$ cat src/rtl/count_pkg.sv
// Shared types and constants for the up/down counter family.
//   mode_t : operation performed at the last clock edge
//   MODE_W : width of the encoded mode
package count_pkg;

    localparam int unsigned MODE_W = 2;

    typedef enum logic [MODE_W-1:0] {
        MODE_HOLD = 2'd0,
        MODE_UP   = 2'd1,
        MODE_DOWN = 2'd2,
        MODE_LOAD = 2'd3
    } mode_t;

endpackage : count_pkg

$ cat src/rtl/updown_next.sv
// Combinational next-value generator for a modulo / saturating counter.
// Ports:
//   q_i       : current count (0..MAX_VAL)
//   s_i       : step amount, already clamped to MAX_VAL by the caller
//   dir_i     : 1 = count up, 0 = count down
//   next_o    : count after applying the step
//   crossed_o : step went past MAX_VAL (up) or below 0 (down)
module updown_next #(
    parameter int unsigned          WIDTH    = 8,
    parameter logic [WIDTH-1:0]     MAX_VAL  = {WIDTH{1'b1}},
    parameter bit                   SATURATE = 1'b0
) (
    input  logic [WIDTH-1:0] q_i,
    input  logic [WIDTH-1:0] s_i,
    input  logic             dir_i,
    output logic [WIDTH-1:0] next_o,
    output logic             crossed_o
);

    localparam int unsigned EXT_W = WIDTH + 1;

    // One extra bit so that MAX_VAL+1 and q+s never overflow.
    logic [EXT_W-1:0] q_ext;
    logic [EXT_W-1:0] s_ext;
    logic [EXT_W-1:0] max_ext;
    logic [EXT_W-1:0] modulus;
    logic [EXT_W-1:0] sum;
    logic [EXT_W-1:0] wrap_dn;

    assign q_ext   = {1'b0, q_i};
    assign s_ext   = {1'b0, s_i};
    assign max_ext = {1'b0, MAX_VAL};
    assign modulus = max_ext + EXT_W'(1);
    assign sum     = q_ext + s_ext;
    assign wrap_dn = q_ext + modulus - s_ext;

    // Since s <= MAX_VAL, a single modulus correction always lands in range.
    always_comb begin
        next_o    = q_i;
        crossed_o = 1'b0;
        if (dir_i) begin
            if (sum > max_ext) begin
                crossed_o = 1'b1;
                next_o    = SATURATE ? MAX_VAL : WIDTH'(sum - modulus);
            end else begin
                next_o    = WIDTH'(sum);
            end
        end else begin
            if (q_i >= s_i) begin
                next_o    = q_i - s_i;
            end else begin
                crossed_o = 1'b1;
                next_o    = SATURATE ? '0 : WIDTH'(wrap_dn);
            end
        end
    end

endmodule : updown_next

$ cat src/rtl/updown_counter.sv
// Up/down counter with programmable modulus, per-cycle step, parallel load
// and wrap or saturate policy. Reports the operation performed and pulses tc
// for one cycle whenever a step crosses a bound.
// Ports:
//   clk, rst : clock and synchronous active-high reset
//   en, dir  : count enable and direction (1 = up)
//   step     : amount added/subtracted per enabled cycle (clamped to MAX_VAL)
//   ld       : parallel load of ld_val (clamped to MAX_VAL), beats en
//   q        : registered count
//   mode     : registered operation of the last edge (mode_t)
//   tc       : registered terminal-count pulse
//   at_min   : combinational q == 0
//   at_max   : combinational q == MAX_VAL
module updown_counter
    import count_pkg::*;
#(
    parameter int unsigned          WIDTH    = 8,
    parameter logic [WIDTH-1:0]     MAX_VAL  = {WIDTH{1'b1}},
    parameter int unsigned          STEP_W   = 4,
    parameter bit                   SATURATE = 1'b0
) (
    input  logic              clk,
    input  logic              rst,
    input  logic              en,
    input  logic              dir,
    input  logic [STEP_W-1:0] step,
    input  logic              ld,
    input  logic [WIDTH-1:0]  ld_val,
    output logic [WIDTH-1:0]  q,
    output logic [MODE_W-1:0] mode,
    output logic              tc,
    output logic              at_min,
    output logic              at_max
);

    logic [WIDTH-1:0] q_q;
    mode_t            mode_q;
    logic             tc_q;

    logic [WIDTH-1:0] step_ext;
    logic [WIDTH-1:0] step_clamped;
    logic [WIDTH-1:0] q_load_d;
    logic [WIDTH-1:0] q_step_d;
    logic             crossed;

    // Clamp step and load value into the legal count range.
    assign step_ext     = WIDTH'(step);
    assign step_clamped = (step_ext > MAX_VAL) ? MAX_VAL : step_ext;
    assign q_load_d     = (ld_val > MAX_VAL) ? MAX_VAL : ld_val;

    updown_next #(
        .WIDTH    (WIDTH),
        .MAX_VAL  (MAX_VAL),
        .SATURATE (SATURATE)
    ) u_next (
        .q_i       (q_q),
        .s_i       (step_clamped),
        .dir_i     (dir),
        .next_o    (q_step_d),
        .crossed_o (crossed)
    );

    // Priority mux: rst > ld > en > hold; mode records which one fired.
    always_ff @(posedge clk) begin
        if (rst) begin
            q_q    <= '0;
            mode_q <= MODE_HOLD;
            tc_q   <= 1'b0;
        end else if (ld) begin
            q_q    <= q_load_d;
            mode_q <= MODE_LOAD;
            tc_q   <= 1'b0;
        end else if (en) begin
            q_q    <= q_step_d;
            mode_q <= dir ? MODE_UP : MODE_DOWN;
            tc_q   <= crossed;
        end else begin
            mode_q <= MODE_HOLD;
            tc_q   <= 1'b0;
        end
    end

    assign q      = q_q;
    assign mode   = mode_q;
    assign tc     = tc_q;
    assign at_min = (q_q == '0);
    assign at_max = (q_q == MAX_VAL);

endmodule : updown_counter

$ cat config.mk
export PLATFORM = sky130hd
export DESIGN_NAME = updown_counter
export DESIGN_NICKNAME = d
export VERILOG_FILES = /design/src/rtl/count_pkg.sv /design/src/rtl/updown_next.sv /design/src/rtl/updown_counter.sv
export SDC_FILE = /design/constraint.sdc
export NUM_CORES = 1
export LEC_CHECK = 0
export BUFFER_PORTS_ARGS = -buffer_cell sky130_fd_sc_hd__buf_4
export CAP_MARGIN = 20
export CORE_ASPECT_RATIO = 0.6
export CORE_MARGIN = 2
export CORE_UTILIZATION = 29
export CTS_CLUSTER_DIAMETER = 100
export DETAILED_ROUTE_END_ITERATION = 6
export GPL_TIMING_DRIVEN = 0
export SYNTH_ARGS = -nofsm -noshare
export SYNTH_HDL_FRONTEND = slang
export SYNTH_HIERARCHICAL = 1
export SYNTH_SLANG_ARGS = --single-unit
$ cat constraint.sdc
create_clock -name clk -period 2.2 [get_ports clk]
set_input_delay 0.33 -clock clk [delete_from_list [all_inputs] [get_ports clk]]
set_output_delay 0.33 -clock clk [all_outputs]
set_load 0.1 [all_outputs]
==> summary.txt, run 1 <==
status -> finished clean
post-synthesis cell type count -> 38
syn avg cell area -> 8.18 um^2
CP Data Required Time -> 2330 ps
asr flop ratio synth -> 0%
total track usage -> 13.6%
cells on worst reg2reg path -> 8
TritonCTS clock tree -> built
fraction of layout cells with a size suffix above 1 -> 34.9%
WP buf/inv -> 0
deepest clock path buffer count -> 2
CP Max Fanout -> 6
Main synth FF type -> dfxtp_1
first-pass GRT wire length -> 4.82 mm
Initial DRT Pass Iterations -> 4
Leakage Power -> 0.727 nW
Cells after Synth -> 145
Worst Hold Depth -> 2
CP delay by family, top -> adder cells
Setup CP Type -> reg2reg
detailed placement HPWL -> 2.53 mm
vias in the first global route -> 992
clk_lat worst skew -> 240 ps
# rows -> 17
Hold Path Origin -> rst
Final Cycle Share -> 93.6%
yosys warns -> 6
Layout area overhead -> 38.1%
fin util -> 43.3%
R2R Setup Slk -> 140 ps
# setup viols final -> 0
fmax -> 485 MHz
pwr dens -> 584 mW/mm^2
fin area -> 0.00164 mm^2
CTS H-tree lvls -> 1
commonest non-fill, non-tap cell in the layout -> buf_4
Slowest cell on crit path -> fa_1
Sink Count -> 11
critical path endpoint category -> flop
hold endpoint -> tc
critical path launch point type -> flop
largest net degree at the start of global routing -> 11
core footprint -> 0.00379 mm^2
global placement routability congestion -> 0.775
Overflow after GRT -> 0
die outline width -> 86.6 um
number of synthesized flops with an enable pin -> 0
ant diodes -> 0
Hold Path Class -> in2reg
DR DRC count -> 0
Buffers on Ports -> 29
multi-input logic area -> 980 um^2
Slowest Stage Delay on Critical Path -> 390 ps
WL/cell -> 13.5 um
register area -> 236 um^2
sequential area share after synthesis -> 18.6%
Detail Route Antenna Nets -> 0
Post-CTS Hold Buffers -> 0
synthesized flop and latch total -> 11
Filler cells -> 393
worst clock skew -> 1.23 ps
RR Startpoint -> q[0]
crit path DAT -> 2190 ps
Top Ports -> 30
Iter 0 DRT Violations -> 51
worst-path cell chain -> ha_2, fa_1, nor2b_1, o21ai_2, nand2_1, a2111oi_2, o22ai_1, nor4bb_1
Fin. Hold Viols -> 0
total CTS buffers -> 3
Die Ht -> 53.5 um
final setup TNS -> 0 ps
max cap viols -> 0
final hold slack -> 262 ps
commonest cells after routing, fill and taps aside -> buf_4 (32), inv_1 (14), ha_1 (12)
initial antenna violation count -> 0
Root Buffer -> clkbuf_8
worst vdd ir -> 0.213 mV
Syn Std Cell Area -> 0.00119 mm^2
Worst-path clk slew -> 50 ps
drt via density -> 5.03
Slew Limit Fails -> 0
vias -> 1173
Initial Util -> 31.3%
reg-to-reg endpoint -> tc
Die Area -> 0.00463 mm^2
routed wire length -> 3.14 mm
nets -> 222
Area after DPL -> 0.00153 mm^2
Tmin final -> 2060 ps
[cells in the mapped netlist (4+ instances only)]
library cell	instances	area, um^2
a211oi_1	10	75.1
o21ai_0	5	25.0
a21oi_1	10	50.1
mux2i_1	9	90.1
ha_1	16	200
nand2b_1	4	25.0
nor2b_1	12	75.1
xor2_1	4	35.0
nor2_1	8	30.0
inv_1	15	56.3
dfxtp_1	11	220
[metal layers]
metal	GRT usage, %	wire length, um	up-vias
met3	3.83	204	2
met4	1.56	8	0
met5	0	0	-
met2	17.4	1160	34
li1	-	-	589
met1	22.2	1770	548
[worst register-to-register path: stages, from the launching register on]
cell and delay (ps):
dfxtp_4 360, ha_2 200, fa_1 390, nor2b_1 170
o21ai_2 160, nand2_1 90, a2111oi_2 300, o22ai_1 130
nor4bb_1 150
[worst max path at each step]
stage                 to  slack (ps)  depth (start not counted)    start
floorplan           q[7]          10                          8     q[4]
global placement    q[7]        -130                         10  step[1]
detailed placement  q[7]        -110                         10  step[1]
CTS                   tc          10                          8     q[0]
global route        q[6]        -0.4                         10     q[0]
finish                tc         140                          8     q[0]
[flip-flops by register name (all words and copies together), names as in the netlist]
signal and cells:
q 8, mode 2, tc 1
[logic make-up (layout without fill, tap and decap cells)]
group,after synthesis,in the layout,synth area share (%)
xor+xnor,6,6,4.43
simple gates,41,41,20.1
flops,11,11,18.6
mux,9,9,7.60
other cells,1,8,0.316
fa+ha+maj,18,18,20.3
compound gates,37,37,20.9
buf+inv,22,56,7.80
[what timing repair did]
| action | 4_1_cts | 5_1_grt |
|---|---|---|
| hold endpoints to repair | 0 | 0 |
| resized for setup | 1 | 12 |
| setup buffers | 0 | 1 |
| pin swaps | 1 | 9 |
| setup endpoints to repair | 2 | 5 |
[where the power goes]
group | internal [mW] | leakage [nW] | switching, mW | total, mW
Combinational | 0.183 | 0.610 | 0.323 | 0.507
Sequential | 0.220 | 0.0943 | 0.0306 | 0.251
Clock | 0.127 | 0.0228 | 0.0718 | 0.199
Total | 0.530 | 0.727 | 0.426 | 0.956
[cell type report]
type / instances / share of cell area [%]
Multi-Input combinational cell: 119 / 59.8
Sequential cell: 11 / 14.4
Timing Repair Buffer: 30 / 13.8
Inverter: 17 / 3.90
Tap cell: 47 / 3.59
Clock buffer: 4 / 2.75
Buffer: 5 / 1.76
[stage by stage]
stage               instances  power (mW)  setup WS, ps
finish                    233       0.956           140
global route              233        1.02        -0.423
CTS                       232       0.929          12.9
detailed placement        228       0.725          -115
global placement          228       0.726          -131
floorplan                 152       0.614          10.9
No activity file was read; power rests on OpenSTA's default activity.
==> run 2: changes to the inputs <==
--- a/config.mk
+++ b/config.mk
@@ -5,6 +5,7 @@
 export SDC_FILE = /design/constraint.sdc
 export NUM_CORES = 1
 export LEC_CHECK = 0
+export ABC_AREA = 1
 export BUFFER_PORTS_ARGS = -buffer_cell sky130_fd_sc_hd__buf_4
 export CAP_MARGIN = 20
 export CORE_ASPECT_RATIO = 0.6
==> summary.txt, run 2 <==
global placement routability congestion -> 0.820 (+5.8%)
Setup CP Type -> reg2reg
clk_lat worst skew -> 240 ps (about the same)
drt via density -> 4.40 (-13%)
sequential area share after synthesis -> 15.8% (-2.8 points)
largest net degree at the start of global routing -> 11 (unchanged)
deepest clock path buffer count -> 2 (unchanged)
routed wire length -> 3.91 mm (+25%)
RSZ-0062 raised after global routing -> no
nets -> 309 (+39%)
top cell type's share of synthesized area -> 21.2% (+2.7 points)
Final Cycle Share -> 87.8% (-5.8 points)
vias -> 1479 (+26%)
top cells by count, synth -> nand2_1 (79), inv_1 (41), nand3_1 (28), ha_1 (16), nor2_1 (15)
total track usage -> 15.5% (+1.8 points)
core footprint -> 0.00461 mm^2 (+22%)
Syn Std Cell Area -> 0.00140 mm^2 (+18%)
fmax -> 518 MHz (+6.6%)
worst clock skew -> 4.53 ps (+3.30 ps)
Hold Path Class -> in2reg
fin util -> 38.6% (-4.7 points)
post-synthesis cell type count -> 27 (-29%)
first-pass GRT wire length -> 6.60 mm (+37%)
Root Buffer -> clkbuf_8
fin cells -> 336 (+44%)
Largest register FFs -> 8 (unchanged)
Die Area -> 0.00540 mm^2 (+17%)
DP Worst Slack -> 289 ps (+404 ps)
top-count cell post-synth -> nand2_1
Die Ht -> 57.8 um (+7.9%)
WL/cell -> 11.6 um (-14%)
number of synthesized flops with an enable pin -> 0 (unchanged)
postcts setup bufs -> 0 (unchanged)
Slew Limit Fails -> 0 (unchanged)
Worst-path clk slew -> 50 ps (about the same)
ant diodes -> 0 (unchanged)
final hold slack -> 289 ps (+27.8 ps)
die outline width -> 93.6 um (+8.1%)
Initial DRT Pass Iterations -> 4 (unchanged)
Initial Util -> 30.3% (-1.1 points)
detailed placement HPWL -> 3.24 mm (+28%)
critical path launch point type -> flop
Detail Route Antenna Nets -> 0 (unchanged)
Fin. Hold Viols -> 0 (unchanged)
yosys warns -> 6 (unchanged)
fin area -> 0.00178 mm^2 (+8.6%)
# setup viols final -> 0 (unchanged)
worst vdd ir -> 0.370 mV (+74%)
commonest non-fill, non-tap cell in the layout -> nand2_1
pwr dens -> 519 mW/mm^2 (-11%)
Top Ports -> 30 (unchanged)
Cells after DPL -> 332 (+46%)
Layout area overhead -> 27.3%
Main synth FF type -> dfxtp_1
total CTS buffers -> 3 (unchanged)
CP Data Required Time -> 2340 ps (about the same)
synthesized flop and latch total -> 11 (unchanged)
crit path DAT -> 2070 ps (-120 ps)
initial antenna violation count -> 0 (unchanged)
Buffers on Ports -> 29 (unchanged)
syn avg cell area -> 5.99 um^2 (-27%)
Area after DPL -> 0.00173 mm^2 (+14%)
setup slack after layout -> 268 ps (+128 ps)
Tmin final -> 1930 ps (-128 ps)
Iter 0 DRT Violations -> 88 (+73%)
max cap viols -> 0 (unchanged)
commonest cells after routing, fill and taps aside -> nand2_1 (79), inv_1 (41), buf_4 (31)
Sink Count -> 11 (unchanged)
critical path endpoint category -> flop
status -> finished clean
Area contributors post-synth -> nand2_1 (21%), dfxtp_1 (16%), ha_1 (14%), inv_1 (11%), nand3_1 (10%)
vias in the first global route -> 1365 (+38%)
TritonCTS clock tree -> built
# rows -> 19 (+2)
Overflow after GRT -> 0 (unchanged)
post_cts resized -> 0 (-1)
asr flop ratio synth -> 0% (unchanged)
Design Power -> 0.923 mW (-3.5%)
final setup TNS -> 0 ps (unchanged)
Post-CTS Hold Buffers -> 0 (unchanged)
CTS H-tree lvls -> 1 (unchanged)
CP Max Fanout -> 6 (unchanged)
DR DRC count -> 0 (unchanged)
Leakage Power -> 1.00 nW (+38%)
fraction of layout cells with a size suffix above 1 -> 19.8% (-15 points)
Cells after Synth -> 233 (+61%)
area leader, netlist -> nand2_1
[run 2: routing by layer]
layer  vias up  global-route usage, %  wire (um)
met5         -                      0          0
met4         0                      0          0
met3         0                   4.42        286
met2        38                   21.2       1400
met1       637                   25.2       2220
li1        804                      -          -
[run 2: worst max-delay path, cell delays in order, from the launching register on]
cell     delay [ps]
dfxtp_2         420
inv_1            60
ha_1            230
fa_1            380
inv_1            90
nand4_1         100
nand4_1         120
nand2_1          70
nand2_1          50
nand2_1          50
nand3_1          90
nand3_1          70
nand2_1          60
inv_1            40
[run 2: logic make-up (layout without fill, tap and decap cells)]
group                      Yosys count  count (layout)  synth area share [%]
and+or+nand+nor                    136             136                  42.0
buffers and inverters               48              81                  14.9
adders and majority gates           18              18                  17.2
AOI/OAI and AO/OA                   17              17                  8.60
DFF                                 11              11                  15.8
xor gates and xnor gates             2               2                  1.25
other                                1               8                 0.269
[run 2: where the power goes]
part | switching [mW] | internal [mW]
logic | 0.328 | 0.149
registers | 0.0270 | 0.217
clock network | 0.0745 | 0.127
total | 0.430 | 0.493
[run 2: worst paths after layout]
path | from | end | slack, ps | depth (start not counted)
worst max-delay path | q[0] | q[6] | 270 | 13
worst min-delay path | rst | tc | 290 | 2
worst max register to register | q[0] | q[6] | 270 | 13
worst min register to register | q[5] | q[5] | 600 | 4
[run 2: layout make-up]
type,count,area (um^2)
Multi-Input combinational cell,181,1000
Buffer,4,37.5
Sequential cell,11,229
Tap cell,63,78.8
Inverter,44,170
Clock buffer,4,45.0
Timing Repair Buffer,29,218
Fill cell,515,2830
==> run 3: changes to the inputs <==
--- a/config.mk
+++ b/config.mk
@@ -10,10 +10,11 @@
 export CAP_MARGIN = 20
 export CORE_ASPECT_RATIO = 0.6
 export CORE_MARGIN = 2
-export CORE_UTILIZATION = 29
+export CORE_UTILIZATION = 40
 export CTS_CLUSTER_DIAMETER = 100
 export DETAILED_ROUTE_END_ITERATION = 6
 export GPL_TIMING_DRIVEN = 0
+export PLACE_DENSITY = 0.61
 export SYNTH_ARGS = -nofsm -noshare
 export SYNTH_HDL_FRONTEND = slang
 export SYNTH_HIERARCHICAL = 1
==> summary.txt, run 3 (synthesis results as in run 2) <==
status -> finished clean
CP Max Fanout -> 6 (unchanged)
met1 Usage GRT -> 32.3% (+7.1 points)
WP buf/inv -> 3 (unchanged)
commonest non-fill, non-tap cell in the layout -> nand2_1
routed wire length -> 3.66 mm (-6.4%)
Worst-path clk slew -> 50 ps (about the same)
final setup TNS -> 0 ps (unchanged)
Layout area overhead -> 25.7%
pwr dens -> 527 mW/mm^2 (+1.5%)
Buffers on Ports -> 29 (unchanged)
die outline width -> 80.3 um (-14%)
Overflow after GRT -> 0 (unchanged)
worst clock skew -> 1.24 ps (-3.29 ps)
core footprint -> 0.00330 mm^2 (-28%)
global placement routability congestion -> 0.836 (+1.9%)
final hold slack -> 276 ps (-13.4 ps)
Iter 0 DRT Violations -> 62 (-30%)
worst-path cell chain -> inv_1, ha_1, fa_1, inv_1, nand4_1, nand4_1, nand2_1, nand2_1, nand2_1, nand3_1, nand3_1, nand2_1, inv_1
vias in the first global route -> 1359 (-0.44%)
Setup CP Type -> reg2reg
Area after DPL -> 0.00171 mm^2 (-1.3%)
Hold Path Class -> in2reg
Initial DRT Pass Iterations -> 4 (unchanged)
RSZ-0062 raised after global routing -> no
total track usage -> 20.3% (+4.8 points)
global route hottest layer -> met1
TritonCTS clock tree -> built
Die Ht -> 49.8 um (-14%)
vias -> 1493 (+0.95%)
detailed placement HPWL -> 3.01 mm (-7.1%)
fraction of layout cells with a size suffix above 1 -> 19.8% (unchanged)
CP Data Required Time -> 2340 ps (about the same)
WL/cell -> 11.5 um (-1.1%)
post_cts resized -> 0 (unchanged)
Fin. Hold Viols -> 0 (unchanged)
ant diodes -> 0 (unchanged)
clk_lat worst skew -> 240 ps (about the same)
CTS H-tree lvls -> 1 (unchanged)
# setup viols final -> 0 (unchanged)
DR DRC count -> 0 (unchanged)
crit path DAT -> 2060 ps (about the same)
total CTS buffers -> 3 (unchanged)
met2 usage -> 27.9% (+6.7 points)
commonest cells after routing, fill and taps aside -> nand2_1 (79), inv_1 (41), buf_4 (31)
Post-CTS Hold Buffers -> 0 (unchanged)
deepest clock path buffer count -> 2 (unchanged)
first-pass GRT wire length -> 6.27 mm (-5.1%)
Final Cycle Share -> 87.6% (-0.22 points)
Slowest Stage Delay on Critical Path -> 410 ps (about the same)
Design Power -> 0.925 mW (+0.20%)
fmax -> 519 MHz (+0.25%)
CP delay by family, top -> adder cells
GRT met3 Usage -> 5.68% (+1.3 points)
Die Area -> 0.00399 mm^2 (-26%)
initial antenna violation count -> 0 (unchanged)
Root Buffer -> clkbuf_8
fin area -> 0.00176 mm^2 (-1.3%)
most frequent CP cell -> nand2_1
Slowest cell on crit path -> dfxtp_2
Leakage Power -> 1.00 nW (unchanged)
critical path endpoint category -> flop
Filler cells -> 384 (-25%)
Detail Route Antenna Nets -> 0 (unchanged)
Slew Limit Fails -> 0 (unchanged)
Sink Count -> 11 (unchanged)
Top Ports -> 30 (unchanged)
drt via density -> 4.69 (+6.7%)
postcts setup bufs -> 0 (unchanged)
max cap viols -> 0 (unchanged)
# rows -> 16 (-3)
critical path launch point type -> flop
Tmin final -> 1930 ps (-4.91 ps)
largest net degree at the start of global routing -> 11 (unchanged)
worst vdd ir -> 0.367 mV (-0.90%)
nets -> 309 (unchanged)
Initial Util -> 42.3% (+12 points)
Largest register FFs -> 8 (unchanged)
run 3: cell counts in the layout (fill, tap and decap cells not counted):
Identical to the previous run, type by type.
run 3: layout make-up:
cell class / instances / area, um^2 / share of cell area, %
Tap cell: 45 / 56.3 / 3.21
Buffer: 4 / 37.5 / 2.14
Inverter: 44 / 170 / 9.69
Timing Repair Buffer: 29 / 218 / 12.4
Multi-Input combinational cell: 181 / 1000 / 56.9
Sequential cell: 11 / 229 / 13.0
Clock buffer: 4 / 45.0 / 2.57
run 3: final timing paths:
path,cells after the start,from,slack (ps),endpoint
setup / recovery,13,q[0],270,q[6]
hold / removal,2,rst,280,tc
setup reg to reg,13,q[0],270,q[6]
hold reg to reg,4,q[4],590,q[4]
run 3: worst reg2reg max path, cell delays in order, from the launching register on:
cell     delay, ps
dfxtp_2        410
inv_1           60
ha_1           230
fa_1           400
inv_1           90
nand4_1        100
nand4_1        110
nand2_1         60
nand2_1         50
nand2_1         50
nand3_1         90
nand3_1         70
nand2_1         60
inv_1           40
run 3: metrics by stage:
stage,cells,utilization (%),setup slack (ps)
after global placement,314,51.8,279
final,318,53.1,273
after global routing,318,53.1,107
after CTS,318,53.1,272
after floorplan,240,-,-185
after detailed placement,314,51.8,286
run 3: report_power, final:
part / leakage, nW / switching (mW) / internal, mW
Sequential: 0.0934 / 0.0242 / 0.217
Clock: 0.0228 / 0.0795 / 0.128
Combinational: 0.888 / 0.327 / 0.149
run 3: routing by layer:
metal  vias to the layer above  share of wire [%]
met5                         -                  0
met4                         0                  0
met3                         0                5.4
met2                        40                 39
li1                        800                  -
met1                       653                 56
